File: src/rtl/lfsr_bank_if.sv
// Output stream of lfsr_bank: one word per handshake, tagged with its channel and a period-wrap flag.
interface lfsr_bank_if #(
  parameter int WIDTH = 16,
  parameter int CH_W  = 2
);
  logic             out_valid;
  logic             out_ready;
  logic [WIDTH-1:0] out_data;
  logic [CH_W-1:0]  out_ch;
  logic             out_wrap;

  modport master (output out_valid, out_data, out_ch, out_wrap, input out_ready);
  modport slave  (input out_valid, out_data, out_ch, out_wrap, output out_ready);
endinterface

File: src/rtl/lfsr_bank.sv
// Bank of NUM_CH independent Galois LFSRs, served round-robin on one valid/ready stream.
// Per-channel seeding with zero-seed guard and a wrap flag when a channel returns to its start value.
//
// state | meaning
// IDLE  | stream off, out_valid=0, outputs read 0, seed loads accepted
// RUN   | out_valid=1, word for channel ptr presented, advances on handshake
module lfsr_bank #(
  parameter int               WIDTH  = 16,
  parameter int               NUM_CH = 4,
  parameter logic [WIDTH-1:0] TAPS   = WIDTH'(16'hB400),
  localparam int              CH_W   = (NUM_CH > 1) ? $clog2(NUM_CH) : 1
) (
  input  logic             clk,
  input  logic             reset,
  input  logic             enable,
  input  logic             load,
  input  logic [CH_W-1:0]  load_ch,
  input  logic [WIDTH-1:0] seed,
  output logic             load_ignored,
  lfsr_bank_if.master      out_if
);

  // Arrays are sized to the full index range so every ptr/load_ch value is a legal index.
  localparam int              NSLOT   = 1 << CH_W;
  localparam logic [CH_W-1:0] LAST_CH = CH_W'(NUM_CH - 1);
  localparam logic [CH_W:0]   NUM_LIM = (CH_W + 1)'(NUM_CH);

  typedef enum logic {IDLE, RUN} fsm_t;

  fsm_t             fsm;
  logic [WIDTH-1:0] state [NSLOT];
  logic [WIDTH-1:0] start [NSLOT];
  logic             moved [NSLOT];
  logic [CH_W-1:0]  ptr;

  logic [CH_W-1:0]  ptr_inc;
  logic [WIDTH-1:0] adv;
  logic [WIDTH-1:0] seed_fix;
  logic             load_ok;
  logic             load_hit;
  logic [WIDTH-1:0] nxt_data;
  logic             nxt_wrap;

  function automatic logic [WIDTH-1:0] nxt(input logic [WIDTH-1:0] s);
    return (s >> 1) ^ (s[0] ? TAPS : '0);
  endfunction

  function automatic logic [WIDTH-1:0] init_val(input int c);
    logic [WIDTH-1:0] v;
    v = WIDTH'(c + 1);
    return (v == '0) ? WIDTH'(1) : v;
  endfunction

  always_comb begin
    ptr_inc  = (ptr == LAST_CH) ? '0 : ptr + CH_W'(1);
    adv      = nxt(state[ptr]);
    seed_fix = (seed == '0) ? WIDTH'(1) : seed;
    load_ok  = load && (fsm == IDLE) && ({1'b0, load_ch} < NUM_LIM);
    load_hit = load_ok && (load_ch == ptr);
    // With a single channel the next word comes from the slot being advanced this edge.
    if (ptr_inc == ptr) begin
      nxt_data = adv;
      nxt_wrap = (adv == start[ptr]);
    end else begin
      nxt_data = state[ptr_inc];
      nxt_wrap = moved[ptr_inc] && (state[ptr_inc] == start[ptr_inc]);
    end
  end

  always_ff @(posedge clk) begin
    if (reset) begin
      for (int c = 0; c < NSLOT; c++) begin
        state[c] <= init_val(c);
        start[c] <= init_val(c);
        moved[c] <= 1'b0;
      end
      ptr              <= '0;
      fsm              <= IDLE;
      load_ignored     <= 1'b0;
      out_if.out_valid <= 1'b0;
      out_if.out_data  <= '0;
      out_if.out_ch    <= '0;
      out_if.out_wrap  <= 1'b0;
    end else begin
      load_ignored <= load && !load_ok;
      if (load_ok) begin
        state[load_ch] <= seed_fix;
        start[load_ch] <= seed_fix;
        moved[load_ch] <= 1'b0;
      end
      case (fsm)
        IDLE: begin
          if (enable) begin
            fsm              <= RUN;
            out_if.out_valid <= 1'b1;
            out_if.out_ch    <= ptr;
            out_if.out_data  <= load_hit ? seed_fix : state[ptr];
            out_if.out_wrap  <= !load_hit && moved[ptr] && (state[ptr] == start[ptr]);
          end
        end
        RUN: begin
          if (out_if.out_ready) begin
            state[ptr] <= adv;
            moved[ptr] <= 1'b1;
            ptr        <= ptr_inc;
            if (enable) begin
              out_if.out_ch   <= ptr_inc;
              out_if.out_data <= nxt_data;
              out_if.out_wrap <= nxt_wrap;
            end else begin
              fsm              <= IDLE;
              out_if.out_valid <= 1'b0;
              out_if.out_ch    <= '0;
              out_if.out_data  <= '0;
              out_if.out_wrap  <= 1'b0;
            end
          end
        end
        default: fsm <= IDLE;
      endcase
    end
  end

endmodule

File: src/flat_wrapper.sv
// flat-port wrapper written by rule: the top's interface ports become plain ports
module lfsr_bank_flat 
#(
  parameter int               WIDTH  = 16,
  parameter int               NUM_CH = 4,
  parameter logic [WIDTH-1:0] TAPS   = WIDTH'(16'hB400),
  localparam int              CH_W   = (NUM_CH > 1) ? $clog2(NUM_CH) : 1
)
  (clk, reset, enable, load, load_ch, seed, load_ignored, out_if_out_valid, out_if_out_data, out_if_out_ch, out_if_out_wrap, out_if_out_ready);
  lfsr_bank_if #(.WIDTH(WIDTH), .CH_W(2)) out_if_i ();
  input  logic clk;
  input  logic reset;
  input  logic enable;
  input  logic load;
  input  logic [CH_W-1:0] load_ch;
  input  logic [WIDTH-1:0] seed;
  output logic load_ignored;
  output wire logic [$bits(out_if_i.out_valid)-1:0] out_if_out_valid;
  output wire logic [$bits(out_if_i.out_data)-1:0] out_if_out_data;
  output wire logic [$bits(out_if_i.out_ch)-1:0] out_if_out_ch;
  output wire logic [$bits(out_if_i.out_wrap)-1:0] out_if_out_wrap;
  input wire logic [$bits(out_if_i.out_ready)-1:0] out_if_out_ready;
  assign out_if_out_valid = out_if_i.out_valid;
  assign out_if_out_data = out_if_i.out_data;
  assign out_if_out_ch = out_if_i.out_ch;
  assign out_if_out_wrap = out_if_i.out_wrap;
  assign out_if_i.out_ready = out_if_out_ready;
  lfsr_bank #(.WIDTH(WIDTH), .NUM_CH(NUM_CH), .TAPS(TAPS)) u_core (.clk(clk), .reset(reset), .enable(enable), .load(load), .load_ch(load_ch), .seed(seed), .load_ignored(load_ignored), .out_if(out_if_i));
endmodule
File: config.mk
export PLATFORM = sky130hd
export DESIGN_NAME = lfsr_bank_flat
export DESIGN_NICKNAME = d
export VERILOG_FILES = /design/src/rtl/lfsr_bank_if.sv /design/src/rtl/lfsr_bank.sv /design/src/flat_wrapper.sv
export SDC_FILE = /design/constraint.sdc
export NUM_CORES = 1
export LEC_CHECK = 0
export CAP_MARGIN = 5
export CORE_MARGIN = 1
export CORE_UTILIZATION = 65
export CTS_BUF_LIST = sky130_fd_sc_hd__clkbuf_4
export CTS_CLUSTER_DIAMETER = 60
export DETAILED_ROUTE_END_ITERATION = 12
export PLACE_DENSITY = 0.83
export SLEW_MARGIN = 40
export SYNTH_ARGS = -nofsm -noshare
export SYNTH_HDL_FRONTEND = slang
export SYNTH_SLANG_ARGS = --single-unit
File: constraint.sdc
create_clock -name clk -period 4.45 [get_ports clk]
set_clock_uncertainty 0.1 [all_clocks]
set_input_delay 1.1125 -clock clk [delete_from_list [all_inputs] [get_ports clk]]
set_output_delay 1.1125 -clock clk [all_outputs]
set_load 0.05 [all_outputs]
==> results_dict.tcl <==
set metrics [dict create \
    fillers 885 \
    required_ns 4.84 \
    fp.dieW_um 116 \
    p_per_area_nw_per_um2 346 \
    multi_input_area_um2 3650 \
    cts_buffers 17 \
    async_flop_share 0 \
    fin_crit_ns 3.26 \
    port-buffer-count 43 \
    arrival_ns 3.65 \
    hold_slack_ns 0.414 \
    hold_class "reg2reg" \
    die-area_um2 13400 \
    drv_cap 0 \
    vias_per_cell 6.85 \
    cp-start-kind "flop" \
    rows 41 \
    yosys.area.top_type "edfxtp_1" \
    peakVddDrop_v 0.000287 \
    final_cell_area_um2 9310 \
    wirelength_um 22500 \
    die_h_um 116 \
    syn-instance-count 623 \
    grt_max_degree 37 \
    antennaDiodeCount 0 \
    setup_viol 0 \
    synth_common_cells "edfxtp_1, nor2_1, mux4_2, and2_1, xnor2_1" \
    wl_per_cell_um 26.5 \
    start_util 0.666 \
    clk_pin_slew_worst_paths_ns 0.13 \
    ant_nets 0 \
    postCtsHoldBufs 0 \
    slowest_delay_ns 0.64 \
    core-area_um2 12600 \
    clk_latency_ns 0.57 \
    dr.pass1.iters 9 \
    tightest_slew_ns 0.725 \
    route.detailed.drc 0 \
    synth_flop_cell "edfxtp_1" \
    final_hold_viol_count 0 \
    post-dp-hpwl_um 16200 \
    ys_seq_elements 158 \
    clockBufferDepth 2 \
    yosysWarnings 0 \
    track_usage 0.359 \
    cp_cell_sequence "ha_1 -> nor2_4 -> buf_4 -> mux4_2 -> xnor2_1 -> nand4_1 -> or4_1 -> o211ai_1" \
    yosysMostFrequentCell "edfxtp_1" \
    cpMaxStageDelayCell "mux4_2" \
    totalNegativeSetupSlack_ns 0 \
    synth_cell_types 43 \
    yosysSeqAreaShare 0.533 \
    ios 44 \
    post-route-period-util 0.733 \
    layout.nets 686 \
    drv_slew 0 \
    drive_gt1_frac 0.215 \
    antenna_found_initial 0 \
    drt_iter0_markers 801 \
    timing.fmax_mhz 307 \
    leakagePower_nw 3.20 \
    syn_avg_cell_area_um2 13.5 \
    crit_fanout 23 \
    clock-sinks 158 \
    gp_congestion 0.954 \
    h-tree-depth 4 \
    synthTopCellsByArea "edfxtp_1, mux4_2, dfxtp_1" \
    grt_pass1_wl_um 33200 \
    status "finished clean" \
    slew_headroom 0.510 \
    synth_nets 647 \
    seqCellArea_um2 4490 \
    grt_pass1_vias 5651 \
    rsz0062_at_grt "no" \
    placed_cell_area_um2 9030 \
    crit_type "reg2reg" \
    grt_overflow 0 \
    cts_resized 0 \
    cts_tree "built" \
    synth_area_um2 8410 \
    end_kind "flop" \
    postCtsSetupBuffers 0 \
    area_delta_synth_final_pct 10.7 \
    synth_edf_count 132 \
    synthDominantCellAreaShare 0.471 \
    num_vias 5798 \
    cts_root_buffer "clkbuf_4" \
]
[state kept, by name (all words and copies together) (netlist names), named ones only]
signal,flops
u_core.start,64
u_core.state,64
u_core.out_if.out_data,16
u_core.moved,4
u_core.out_if.out_ch,2
u_core.ptr,2
u_core.fsm,1
u_core.load_ignored,1
u_core.out_if.out_valid,1
u_core.out_if.out_wrap,1
[path summary, 6_finish.rpt]
kind / start / slack (ns) / depth (start not counted) / endpoint
max: u_core.ptr[0] / 1.19 / 8 / u_core.out_if.out_wrap
min: u_core.out_if.out_ch[1] / 0.41 / 2 / u_core.out_if.out_ch[1]
max reg2reg: u_core.ptr[0] / 1.19 / 8 / u_core.out_if.out_wrap
min reg2reg: u_core.out_if.out_ch[1] / 0.41 / 2 / u_core.out_if.out_ch[1]
[per-stage QoR]
step                std cells  utilization  setup slack [ns]  total power, mW
floorplan                 623            -              1.08             2.19
global placement          813        0.714             0.751             2.38
detailed placement        815        0.716             0.697             2.40
CTS                       846        0.737              1.18             3.21
global route              846        0.738              1.05             3.31
finish                    846        0.738              1.19             3.22
[cells in the final DEF, fill, tap and decap left out, drive strengths merged, types with 6 or more instances in the layout]
master         count
a21oi             23
buf               22
or2                6
mux4              66
xnor2             50
a211oi            16
clkdlybuf4s50     43
mux2              16
a222oi            16
clkinv            10
nor4               7
inv               22
edfxtp           132
nor2              78
nand4             11
clkbuf            17
and2              58
dfxtp             26
nand2             10
nand2b             7
[cell type report]
type                    instances  share of cell area
clock buffers                  17              0.0137
repair buffers                 65              0.0644
flip-flops and latches        158               0.482
clock inverters                14              0.0156
well taps                     172              0.0231
multi-input cells             398               0.392
inverters                      22             0.00887
[power by group]
group	switching, mW	internal [mW]
sequential	0.0632	1.70
clock	0.517	0.329
combinational	0.360	0.260
total	0.941	2.28
[cells by family (layout without fill, tap and decap cells)]
group / count (synthesis) / in the layout / synth area share
flops: 158 / 158 / 0.533
xor+xnor: 54 / 54 / 0.0562
simple gates: 195 / 195 / 0.121
compound gates: 66 / 66 / 0.0567
fa+ha+maj: 1 / 1 / 0.00149
mux: 82 / 82 / 0.198
buf+inv: 67 / 118 / 0.0336
[per-layer routing]
layer | GRT usage | up-vias | part of all wire
met5 | 0 | - | 0
met4 | 0.124 | 0 | 0.027
met3 | 0.0837 | 47 | 0.10
met2 | 0.577 | 343 | 0.49
met1 | 0.488 | 2955 | 0.38
li1 | - | 2453 | -
[critical path, delay by kind of cell (launching register included)]
family                   cells  cell delay [ns]
AO/OA/AOI/OAI                1             0.23
XOR/XNOR                     1             0.24
adder cells (fa/ha/maj)      1             0.33
buffers and inverters        1             0.40
flip-flops                   1             0.47
multiplexers                 1             0.64
AND/OR/NAND/NOR              3             0.76
No activity file was read; power rests on OpenSTA's default activity.
